$ cat src/rtl/doa_report_csr.sv
// Direction-of-arrival result queue: captures {seq, maxbin, doa} on done into a
// small FIFO and exposes it over an Avalon-MM slave with read-to-pop and a level irq.
module doa_report_csr #(
  parameter int DEPTH = 8,
  parameter int DROPW = 16
) (
  input  logic        clk,
  input  logic        reset,
  input  logic        done,
  input  logic [7:0]  doa,
  input  logic [9:0]  maxbin,
  input  logic        chipselect,
  input  logic        read,
  input  logic        write,
  input  logic [1:0]  address,
  input  logic [31:0] writedata,
  output logic [31:0] readdata,
  output logic        irq
);
  localparam int AW = $clog2(DEPTH);
  localparam int CW = AW + 1;

  logic [31:0]      mem_r [DEPTH];
  logic [AW-1:0]    wr_ptr_r, rd_ptr_r;
  logic [CW-1:0]    count_r;
  logic [7:0]       seq_r;
  logic [DROPW-1:0] drop_cnt_r;
  logic             ovf_r, ien_r;
  logic [31:0]      readdata_r;
  logic             irq_r;

  logic             rd_s, ctrl_wr_s, flush_s, clear_s;
  logic             full_s, empty_s, pop_s, push_s, drop_s;
  logic [CW-1:0]    count_nxt_s;
  logic [DROPW-1:0] drop_cnt_nxt_s;
  logic             ovf_nxt_s, ien_nxt_s;
  logic [31:0]      entry_s, rdmux_s;

  // Decode bus strobes and resolve push/pop/flush/clear for this cycle.
  always_comb begin
    rd_s      = chipselect & read;
    ctrl_wr_s = chipselect & write & (address == 2'd2);
    flush_s   = ctrl_wr_s & writedata[2];
    clear_s   = ctrl_wr_s & writedata[1];
    full_s    = (count_r == CW'(DEPTH));
    empty_s   = (count_r == {CW{1'b0}});
    pop_s     = rd_s & (address == 2'd1) & ~empty_s;
    // A simultaneous pop frees the slot, so a full FIFO still accepts the push.
    push_s    = done & ~flush_s & (~full_s | pop_s);
    drop_s    = done & ~flush_s & full_s & ~pop_s;
    entry_s   = {seq_r, maxbin, 6'b000000, doa};

    if (flush_s) begin
      count_nxt_s = {CW{1'b0}};
    end else begin
      count_nxt_s = count_r + {{AW{1'b0}}, push_s} - {{AW{1'b0}}, pop_s};
    end

    if (clear_s) begin
      ovf_nxt_s      = 1'b0;
      drop_cnt_nxt_s = {DROPW{1'b0}};
    end else if (drop_s) begin
      ovf_nxt_s      = 1'b1;
      drop_cnt_nxt_s = (drop_cnt_r == {DROPW{1'b1}}) ? drop_cnt_r
                                                      : drop_cnt_r + {{(DROPW-1){1'b0}}, 1'b1};
    end else begin
      ovf_nxt_s      = ovf_r;
      drop_cnt_nxt_s = drop_cnt_r;
    end

    if (ctrl_wr_s) begin
      ien_nxt_s = writedata[0];
    end else begin
      ien_nxt_s = ien_r;
    end
  end

  // Read data multiplexer; unmapped bits stay zero.
  always_comb begin
    rdmux_s = 32'h0000_0000;
    case (address)
      2'd0: begin
        rdmux_s[CW-1:0] = count_r;
        rdmux_s[8]      = empty_s;
        rdmux_s[9]      = full_s;
        rdmux_s[10]     = ovf_r;
        rdmux_s[16]     = ien_r;
      end
      2'd1: begin
        if (empty_s) begin
          rdmux_s = 32'h0000_0000;
        end else begin
          rdmux_s = mem_r[rd_ptr_r];
        end
      end
      2'd2:    rdmux_s[0] = ien_r;
      2'd3:    rdmux_s[DROPW-1:0] = drop_cnt_r;
      default: rdmux_s = 32'h0000_0000;
    endcase
  end

  // FIFO storage; contents need no reset since count gates every read.
  always_ff @(posedge clk) begin
    if (push_s) begin
      mem_r[wr_ptr_r] <= entry_s;
    end
  end

  // Control state, pointers, registered read data and interrupt.
  always_ff @(posedge clk) begin
    if (reset) begin
      wr_ptr_r   <= {AW{1'b0}};
      rd_ptr_r   <= {AW{1'b0}};
      count_r    <= {CW{1'b0}};
      seq_r      <= 8'd0;
      drop_cnt_r <= {DROPW{1'b0}};
      ovf_r      <= 1'b0;
      ien_r      <= 1'b0;
      readdata_r <= 32'h0000_0000;
      irq_r      <= 1'b0;
    end else begin
      if (flush_s) begin
        wr_ptr_r <= {AW{1'b0}};
        rd_ptr_r <= {AW{1'b0}};
      end else begin
        wr_ptr_r <= push_s ? wr_ptr_r + {{(AW-1){1'b0}}, 1'b1} : wr_ptr_r;
        rd_ptr_r <= pop_s  ? rd_ptr_r + {{(AW-1){1'b0}}, 1'b1} : rd_ptr_r;
      end
      count_r    <= count_nxt_s;
      seq_r      <= done ? seq_r + 8'd1 : seq_r;
      drop_cnt_r <= drop_cnt_nxt_s;
      ovf_r      <= ovf_nxt_s;
      ien_r      <= ien_nxt_s;
      readdata_r <= rd_s ? rdmux_s : readdata_r;
      irq_r      <= ien_nxt_s & ((count_nxt_s != {CW{1'b0}}) | ovf_nxt_s);
    end
  end

  assign readdata = readdata_r;
  assign irq      = irq_r;

endmodule
$ cat config.mk
export PLATFORM = sky130hd
export DESIGN_NAME = doa_report_csr
export DESIGN_NICKNAME = d
export VERILOG_FILES = /design/src/rtl/doa_report_csr.sv
export SDC_FILE = /design/constraint.sdc
export NUM_CORES = 1
export LEC_CHECK = 0
export ABC_AREA = 1
export BUFFER_PORTS_ARGS = -buffer_cell sky130_fd_sc_hd__buf_2
export CORE_ASPECT_RATIO = 0.7
export CORE_MARGIN = 2
export CORE_UTILIZATION = 54
export DETAILED_ROUTE_END_ITERATION = 16
export PLACE_DENSITY = 0.79
export RECOVER_POWER = 50
export SLEW_MARGIN = 10
export SYNTH_ARGS = -nofsm -noshare
export SYNTH_HDL_FRONTEND = slang
export SYNTH_SLANG_ARGS = --single-unit
$ cat constraint.sdc
create_clock -name clk -period 3.3 [get_ports clk]
set_input_delay 0.99 -clock clk [delete_from_list [all_inputs] [get_ports clk]]
set_output_delay 0.99 -clock clk [all_outputs]
set_load 0.02 [all_outputs]
==> impl_metrics.toml, run 1 <==
[outcome]
outcome = "completed"

[cts]
total_of_cells_resized_after_clock_tree_synthesis = 0
cts-root-to-sink-buffers = 3
cts_hold_buffers = 0
source_to_sink_clock_delay_at_the_later_pin_of_the_worst_skew_pair_ns = 0.53
cts_sinks = 280
cts_inserted_buffers = 26
tritoncts = "built"
clk_pin_slew_worst_paths_ns = 0.06
cts_max_level = 1
post_cts.repair.setup_buffers = 0
cts.root.buffer_cell = "sky130_fd_sc_hd__clkbuf_16"

[logic_synthesis]
synth_seq_cells = 280
mappedNetlistArea_mm2 = 0.0116
post_synth.cell_area_avg_um2 = 10.8
post-synth-top-area-cell = "sky130_fd_sc_hd__edfxtp_1"
post_synth_net_total = 1144
synth.yosys.warnings = 0
synth_area_leaders = "sky130_fd_sc_hd__edfxtp_1, sky130_fd_sc_hd__dfxtp_1, sky130_fd_sc_hd__nor2_1, sky130_fd_sc_hd__nand2_1, sky130_fd_sc_hd__o211ai_1"
postSynthCellCount = 1070
synth.lib_cells_used.distinct = 43
synth-seq-area-share_pct = 66.4
synthDominantCellAreaShare_pct = 53.9

[detailed_routing]
routed_via_density = 5.66
ant_nets = 0
drt-pass1-iter-count = 5
wl_cell_um = 18.0
detail_route.drc_violations = 0
routed-via-count = 8098
detailed_route_wl_mm = 25.8
drt_first_iter_violations = 890

[cells_and_area]
diodes = 0
design_area_mm2 = 0.0130
final_cells = 1432
drive_above_1_share_pct = 10.1
finalNetCount = 1210
filler_cell_count = 1623
flow.area_growth_from_synthesis_pct = 12.4
utilization_pct = 62.4

[setup_path]
critical_path.endpoint_type = "flop"
critPathRequiredTime_ns = 3.72
ff2ff_setup_slack_ns = 0.53
critPathArrivalTime_ns = 3.34
critical_path_peak_fanout = 6
worstSetupPathType = "in2reg"
critical_path.startpoint_type = "primary input"
number_of_cells_traversed_by_the_worst_register_to_register_path = 16

[timing]
finalCriticalPeriod_ns = 2.93
timing.final.max_slew_violations = 0
finalClockSkew_ns = 0.0186
timing.fmax_mhz = 341
post-route-period-util_pct = 88.7
layout_setup_ws_ns = 0.371
max-slew-margin-rel_pct = 13.2
setup_failing_eps_final = 0
setup_repair_after_global_routing_missed_its_margin = "false"
hold_violations = 0
finalHoldWorstSlack_ns = 0.465
slew_of_the_pin_with_the_lowest_slew_margin_ns = 1.30

[global_routing]
maximum_number_of_pins_on_one_net_before_global_route_repair = 105
use_met1_pct = 33.4
grt_overall_usage_pct = 23.2
met3_usage_grt_pct = 3.57
globalRoute.busiestLayer = "met2"
first_global_vias = 7652
grt_first_pass_wirelength_mm = 40.3
globalRouteOverflowTotal = 0
antenna_found_initial = 0
grt_util_met2_pct = 35.8

[run]
max_cap_viol_count = 0

[place]
port_buffers = 61
dp_hpwl_mm = 15.2
dpl_cell_area_mm2 = 0.0123
place.gp.congestion = 0.845
post-place-cells = 1384
placement.setup.worst_slack_ns = -0.0335

[power]
share_seq_of_total_power_pct = 51.9
clock_power_share_pct = 37.2
power.ir.vdd_worst_uv = 538
power.density_cell_area_mw_per_mm2 = 598
switching_power_w = 0.00189
cellLeakagePower_nw = 4.48
p_comb_share_pct = 11.0
power_report.internal_total_w = 0.00590
power.share.switching_pct = 24.3

[floorplanning]
initial_utilization_pct = 55.5
die_w_um = 179
num_rows = 44
fp.dieArea_mm2 = 0.0227
core_area_mm2 = 0.0209
die_y_um = 127
boundaryPins = 91

[worst_hold_path]
hold_depth = 2
hp-class = "reg2reg"
-- power by group through the flow --
stage	logic [W]	registers, W	clock network [W]
4_1_cts	0.000878	0.00404	0.00294
3_3_place_gp	0.000833	0.00410	0
3_5_place_dp	0.000864	0.00411	0
2_1_floorplan	0.000566	0.00412	0
5_1_grt	0.000953	0.00405	0.00307
6_report	0.000854	0.00404	0.00290
-- worst max-delay path: stages --
cell                       delay, ns
sky130_fd_sc_hd__buf_2          0.10
sky130_fd_sc_hd__clkbuf_4       0.13
sky130_fd_sc_hd__ha_1           0.20
sky130_fd_sc_hd__nand3_1        0.29
sky130_fd_sc_hd__clkinv_1       0.15
sky130_fd_sc_hd__ha_1           0.30
sky130_fd_sc_hd__inv_1          0.04
sky130_fd_sc_hd__ha_1           0.19
sky130_fd_sc_hd__fa_1           0.39
sky130_fd_sc_hd__xnor2_1        0.21
sky130_fd_sc_hd__nand3_1        0.11
sky130_fd_sc_hd__nand2_1        0.07
sky130_fd_sc_hd__nand2_1        0.05
sky130_fd_sc_hd__inv_1          0.05
sky130_fd_sc_hd__a21boi_0       0.07
-- cells in the mapped netlist, drive strengths merged --
master,instances
a31oi,1
nor2,179
ha,15
nand2,148
nand3,66
nand4,5
clkbuf,26
xor2,9
a21boi,2
a21o,1
o21bai,1
inv,71
clkinv,2
o211ai,44
nor3,9
a211oi,2
o21ai,107
dfxtp,72
fa,1
edfxtp,208
nor3b,5
xnor2,3
a21oi,61
or2,1
o22ai,2
buf,28
a221oi,1
-- per-stage QoR --
step	setup TNS [ns]	total power, W
floorplan	-16.94	0.00468
global placement	0	0.00494
detailed placement	-0.0335	0.00498
CTS	0	0.00785
global route	0	0.00808
finish	0	0.00779
-- path summary, 6_finish.rpt --
check | from | end
worst min register to register | readdata[19] | readdata[19]
worst max register to register | count_r[2] | irq
worst min-delay path | readdata[19] | readdata[19]
worst max-delay path | address[0] | irq
-- registers in the layout, summed over array words and instances (netlist names), named ones only --
register / count
mem_r: 208
readdata: 32
drop_cnt_r: 16
seq_r: 8
count_r: 4
rd_ptr_r: 3
wr_ptr_r: 3
ien_r: 1
irq: 1
ovf_r: 1
-- cell type report --
cell class / instances / area, um^2 / area share, %
Clock buffer: 36 / 708 / 5.44
Clock inverter: 12 / 116 / 0.893
Inverter: 73 / 279 / 2.14
Multi-Input combinational cell: 663 / 3340 / 25.7
Sequential cell: 280 / 7690 / 59.0
Tap cell: 276 / 345 / 2.65
Timing Repair Buffer: 92 / 543 / 4.17
-- layout by cell type, fill, tap and decap left out, types with 8 or more instances in the layout --
cell type                   count
sky130_fd_sc_hd__nand3_1       65
sky130_fd_sc_hd__ha_1          15
sky130_fd_sc_hd__nor2_2        10
sky130_fd_sc_hd__edfxtp_1     208
sky130_fd_sc_hd__nor2_1       169
sky130_fd_sc_hd__dfxtp_1       70
sky130_fd_sc_hd__nand2_1      137
sky130_fd_sc_hd__o211ai_1      44
sky130_fd_sc_hd__o21ai_1       44
sky130_fd_sc_hd__a21oi_2        8
sky130_fd_sc_hd__inv_1         68
sky130_fd_sc_hd__buf_4         20
sky130_fd_sc_hd__nor3_1         9
sky130_fd_sc_hd__clkbuf_1      56
sky130_fd_sc_hd__a21oi_1       53
sky130_fd_sc_hd__buf_2         17
sky130_fd_sc_hd__clkbuf_16     26
sky130_fd_sc_hd__o21ai_0       63
sky130_fd_sc_hd__xor2_1         9
sky130_fd_sc_hd__nand2_2        9
-- metal layers --
layer	wire, um	vias to the layer above
met5	0	-
met4	813	0
met3	2080	51
met2	11700	343
met1	11200	3860
li1	-	3844
-- kinds of logic (layout without fill, tap and decap cells) --
kind of cell / Yosys count / after routing / share of synthesized area (%)
and+or+nand+nor: 413 / 413 / 15.2
DFF: 280 / 280 / 66.4
AOI/OAI and AO/OA: 222 / 222 / 11.0
buffers and inverters: 127 / 213 / 4.75
adders and majority gates: 16 / 16 / 1.79
xor gates and xnor gates: 12 / 12 / 0.908
No activity file was read; power rests on OpenSTA's default activity.
==> run 2: changes to the inputs <==
Clock period 3.3 ns to 2.3 ns, I/O delays scaled along.
==> run 2 against run 1 <==
  * Clock skew shrank 0.0020 ns
  * Power grew 53%
  * Highest routed layer unchanged
  * Final cell count grew 2.2%
  * Core utilization grew 3.2 points
==> impl_metrics.toml, run 2 (synthesis results as in run 1) <==
[timing]
max-slew-margin-rel_pct = 42.2
finalCriticalPeriod_ns = 2.30
slew_of_the_pin_with_the_lowest_slew_margin_ns = 0.866
timing.fmax_mhz = 435
finalClockSkew_ns = 0.0166
setup_repair_after_global_routing_missed_its_margin = "true"
post-route-period-util_pct = 99.9
hold_violations = 0
timing.final.max_slew_violations = 0
setup_failing_eps_final = 0

[setup_path]
critPathArrivalTime_ns = 2.69
ff2ff_setup_slack_ns = 0.003
cp_num_cells = 15
number_of_cells_traversed_by_the_worst_register_to_register_path = 15
critPathRequiredTime_ns = 2.70
timing.critical_path.slowest_cell_delay_ns = 0.36
critical_path_peak_fanout = 2
worstSetupPathType = "reg2reg"
critical_path.startpoint_type = "flop"
worst_path_max_delay_cell = "sky130_fd_sc_hd__fa_2"
critical_path.n_buffers_inverters = 3
critPathTopFamily = "adder cells"
crit_path_cell_trace = "buf_4 -> ha_2 -> nor3b_4 -> nand2_4 -> nand2_4 -> ha_4 -> inv_2 -> ha_4 -> fa_2 -> xnor2_2 -> nand3_2 -> nand2_1 -> nand2_1 -> inv_1 -> a21boi_1"
critical_path.endpoint_type = "flop"

[run]
max_cap_viol_count = 0

[global_routing]
globalRouteOverflowTotal = 0
antenna_found_initial = 0
grt_overall_usage_pct = 24.3
grt_first_pass_wirelength_mm = 42.3
maximum_number_of_pins_on_one_net_before_global_route_repair = 105
first_global_vias = 8051

[cts]
cts_inserted_buffers = 25
source_to_sink_clock_delay_at_the_later_pin_of_the_worst_skew_pair_ns = 0.52
cts_max_level = 1
clk_pin_slew_worst_paths_ns = 0.07
cts.root.buffer_cell = "sky130_fd_sc_hd__clkbuf_16"
cts_hold_buffers = 0
cts-root-to-sink-buffers = 3
cts_sinks = 280
tritoncts = "built"

[place]
dpl_cell_area_mm2 = 0.0128
post-place-cells = 1415
dp_hpwl_mm = 16.8
port_buffers = 61
place.gp.congestion = 0.884

[cells_and_area]
flow.area_growth_from_synthesis_pct = 18.2
final_cells = 1464
most-common-layout-cells = "sky130_fd_sc_hd__edfxtp_1, sky130_fd_sc_hd__nor2_1, sky130_fd_sc_hd__nand2_1"
largest_reg_flops = 208
finalNetCount = 1244
utilization_pct = 65.6
design_area_mm2 = 0.0137
mostFrequentLayoutCell = "sky130_fd_sc_hd__edfxtp_1"
largest_register = "mem_r"
diodes = 0
drive_above_1_share_pct = 17.5

[floorplanning]
die_w_um = 179
core_area_mm2 = 0.0209
fp.dieArea_mm2 = 0.0227
die_y_um = 127
num_rows = 44
initial_utilization_pct = 55.5
boundaryPins = 91

[detailed_routing]
ant_nets = 0
routed-via-count = 8239
wl_cell_um = 18.4
detail_route.drc_violations = 0
drt_first_iter_violations = 1006
routed_via_density = 5.63
detailed_route_wl_mm = 26.9
drt-pass1-iter-count = 5

[power]
power.density_cell_area_mw_per_mm2 = 873
cellLeakagePower_nw = 4.84
power.ir.vdd_worst_uv = 645

[outcome]
outcome = "completed"

[worst_hold_path]
hold_depth = 2
hp-class = "reg2reg"
## run 2: cell types whose count changed in the layout (fill, tap and decap cells not counted), sizes merged
| cell | change |
|---|---|
| buf | +61 |
| clkbuf | -29 |
| clkinv | -5 |
| bufinv | +2 |
| inv | +2 |
| clkinvlp | +1 |
## run 2: layout make-up
type                            count  area (um^2)
Clock inverter                     12          165
Clock buffer                       33          707
Tap cell                          276          345
Sequential cell                   280         7690
Fill cell                        1488         7170
Inverter                           73          299
Multi-Input combinational cell    663         3500
Timing Repair Buffer              127          976
## run 2: what timing repair did
action / 4_1_cts / 5_1_grt
buffers inserted: 3 / 1
endpoints found under the setup margin: 1 / 1
gates resized for setup: 12 / 5
gates cloned: 0 / 0
pin swaps: 8 / 2
## run 2: per-layer routing
layer / share of wire [%] / track usage (%) / routed length (um) / vias up
li1: - / - / - / 3908
met1: 43 / 34.6 / 11500 / 3962
met2: 48 / 38.8 / 12900 / 324
met3: 7.2 / 3.60 / 1940 / 45
met4: 2.4 / 7.56 / 640 / 0
met5: 0 / 0 / 0 / -
## run 2: worst reg2reg max path, delay by kind of cell (launching register included)
family	cells	cell delay, ns
XOR/XNOR	1	0.17
adder cells (fa/ha/maj)	4	0.91
AND/OR/NAND/NOR	6	0.54
buffers and inverters	3	0.19
flip-flops	1	0.32
AO/OA/AOI/OAI	1	0.05
## run 2: path summary, 6_finish.rpt
kind                              startpoint            to
worst max-delay path              count_r[3]           irq
worst min register to register  readdata[18]  readdata[18]
worst min-delay path            readdata[18]  readdata[18]
worst max register to register    count_r[3]           irq
## run 2: report_power, final
| part | internal [W] | switching [W] |
|---|---|---|
| logic | 0.000717 | 0.00102 |
| registers | 0.00569 | 0.000116 |
| clock network | 0.00262 | 0.00178 |
## run 2: through the flow
stage | setup slack [ns] | TNS [ns] | total power, W | hold slack (ns)
3_3_place_gp | -0.500 | -39.12 | 0.00736 | 0.450
4_1_cts | -0.00183 | -0.00183 | 0.0119 | 0.427
5_1_grt | -0.114 | -0.114 | 0.0124 | 0.469
6_report | 0.00305 | 0 | 0.0119 | 0.463
2_1_floorplan | -0.288 | -27.81 | 0.00680 | 0.458
3_5_place_dp | -0.559 | -49.13 | 0.00744 | 0.455
==> run 3: changes to the inputs <==
Settings changed: MAX_ROUTING_LAYER set to met4, RECOVER_POWER 50 to unset.
==> run 3 against run 2 <==
  * Power hardly changed
  * Worst setup slack worse by 0.0026 ns
  * Final area increased by 0.25%
  * Core utilization increased by 0.16 points
  * Sequential power is essentially flat
  * Non-clock buffer count unchanged
  * Critical path type unchanged
  * Largest power group unchanged
==> impl_metrics.toml, run 3 (synthesis results as in run 1) <==
[cells_and_area]
finalNetCount = 1244
design_area_mm2 = 0.0137
largest_reg_flops = 208
mostFrequentLayoutCell = "sky130_fd_sc_hd__edfxtp_1"
flow.area_growth_from_synthesis_pct = 18.5
most-common-layout-cells = "sky130_fd_sc_hd__edfxtp_1, sky130_fd_sc_hd__nor2_1, sky130_fd_sc_hd__nand2_1"
largest_register = "mem_r"
final_cells = 1465
drive_above_1_share_pct = 19.4

[place]
post-place-cells = 1415
dp_hpwl_mm = 16.8
port_buffers = 61
dpl_cell_area_mm2 = 0.0128
placement.setup.worst_slack_ns = -0.559
place.gp.congestion = 0.899

[timing]
max-slew-margin-rel_pct = 68.4
finalClockSkew_ns = 0.0148
setup_tns_ns = 0
timing.final.max_slew_violations = 0
finalCriticalPeriod_ns = 2.30
setup_repair_after_global_routing_missed_its_margin = "true"
post-route-period-util_pct = 100
slew_of_the_pin_with_the_lowest_slew_margin_ns = 0.474
hold_violations = 0
layout_setup_ws_ns = 0.000469
timing.fmax_mhz = 435
setup_failing_eps_final = 0

[floorplanning]
boundaryPins = 91
num_rows = 44
initial_utilization_pct = 55.5
core_area_mm2 = 0.0209
die_w_um = 179
die_y_um = 127
fp.dieArea_mm2 = 0.0227

[detailed_routing]
detail_route.drc_violations = 0
ant_nets = 0
routed_via_density = 5.66
drt-pass1-iter-count = 5
drt_first_iter_violations = 935
routed-via-count = 8291
wl_cell_um = 18.3
detailed_route_wl_mm = 26.8

[setup_path]
critPathArrivalTime_ns = 2.69
timing.critical_path.slowest_cell_delay_ns = 0.36
critical_path.endpoint_type = "flop"
critical_path.n_buffers_inverters = 3
critPathTopFamily = "adder cells"
critical_path.startpoint_type = "flop"
crit_path_cell_trace = "buf_4 -> ha_2 -> nor3b_4 -> nand2_4 -> nand2_4 -> ha_4 -> inv_2 -> ha_4 -> fa_2 -> xnor2_2 -> nand3_2 -> nand2_1 -> nand2_1 -> inv_1 -> a21boi_1"
worst_path_max_delay_cell = "sky130_fd_sc_hd__fa_2"
critical_path_peak_fanout = 2
critPathRequiredTime_ns = 2.69
worstSetupPathType = "reg2reg"

[cts]
clk_pin_slew_worst_paths_ns = 0.07
cts_sinks = 280
cts.root.buffer_cell = "sky130_fd_sc_hd__clkbuf_16"
cts-root-to-sink-buffers = 3
cts_hold_buffers = 0
cts_max_level = 1
tritoncts = "built"
cts_inserted_buffers = 25
source_to_sink_clock_delay_at_the_later_pin_of_the_worst_skew_pair_ns = 0.52

[outcome]
outcome = "completed"

[global_routing]
grt_overall_usage_pct = 25.0
maximum_number_of_pins_on_one_net_before_global_route_repair = 105
first_global_vias = 8046
globalRouteOverflowTotal = 0
antenna_found_initial = 1
grt_first_pass_wirelength_mm = 42.3

[power]
power.density_cell_area_mw_per_mm2 = 871
power.ir.vdd_worst_uv = 664
power.total_w = 0.0120
cellLeakagePower_nw = 4.90

[worst_hold_path]
hp-class = "in2reg"

[run]
max_cap_viol_count = 0
run 3: report_power, final:
| part | total, W | internal (W) | switching, W |
|---|---|---|---|
| clock | 0.00440 | 0.00262 | 0.00178 |
| sequential | 0.00581 | 0.00569 | 0.000116 |
| combinational | 0.00175 | 0.000724 | 0.00103 |
| total | 0.0120 | 0.00903 | 0.00292 |
run 3: through the flow:
| step | utilization, % | hold slack [ns] |
|---|---|---|
| global placement | 61.2 | 0.450 |
| CTS | 65.7 | 0.427 |
| detailed placement | 61.2 | 0.455 |
| global route | 65.8 | 0.441 |
| finish | 65.8 | 0.442 |
| floorplan | - | 0.458 |
run 3: area by class of cell:
| class | instances | area, um^2 |
|---|---|---|
| Sequential cell | 280 | 7690 |
| Inverter | 73 | 299 |
| Timing Repair Buffer | 127 | 1010 |
| Clock buffer | 33 | 707 |
| Multi-Input combinational cell | 663 | 3500 |
| Clock inverter | 12 | 165 |
| Antenna cell | 1 | 2.50 |
| Tap cell | 276 | 345 |
| Fill cell | 1479 | 7140 |
run 3: final timing paths:
check	to	slack [ns]	cells after the start	start
worst max-delay path	irq	0.0005	15	count_r[3]
worst min-delay path	mem_r[4][15]	0.44	1	maxbin[7]
worst max register to register	irq	0.0005	15	count_r[3]
worst min register to register	readdata[30]	0.46	2	readdata[30]
run 3: what timing repair did:
action / 4_1_cts / 5_1_grt
pin swaps: 8 / 2
resized for setup: 12 / 5
endpoints found under the setup margin: 1 / 1
buffers inserted: 3 / 1
run 3: per-layer routing:
metal	vias to the layer above	global-route usage, %	share of wire [%]
met3	53	3.60	7.5
met4	0	7.56	2.6
met2	353	38.8	47
li1	3913	-	-
met5	-	-	0
met1	3972	34.5	42
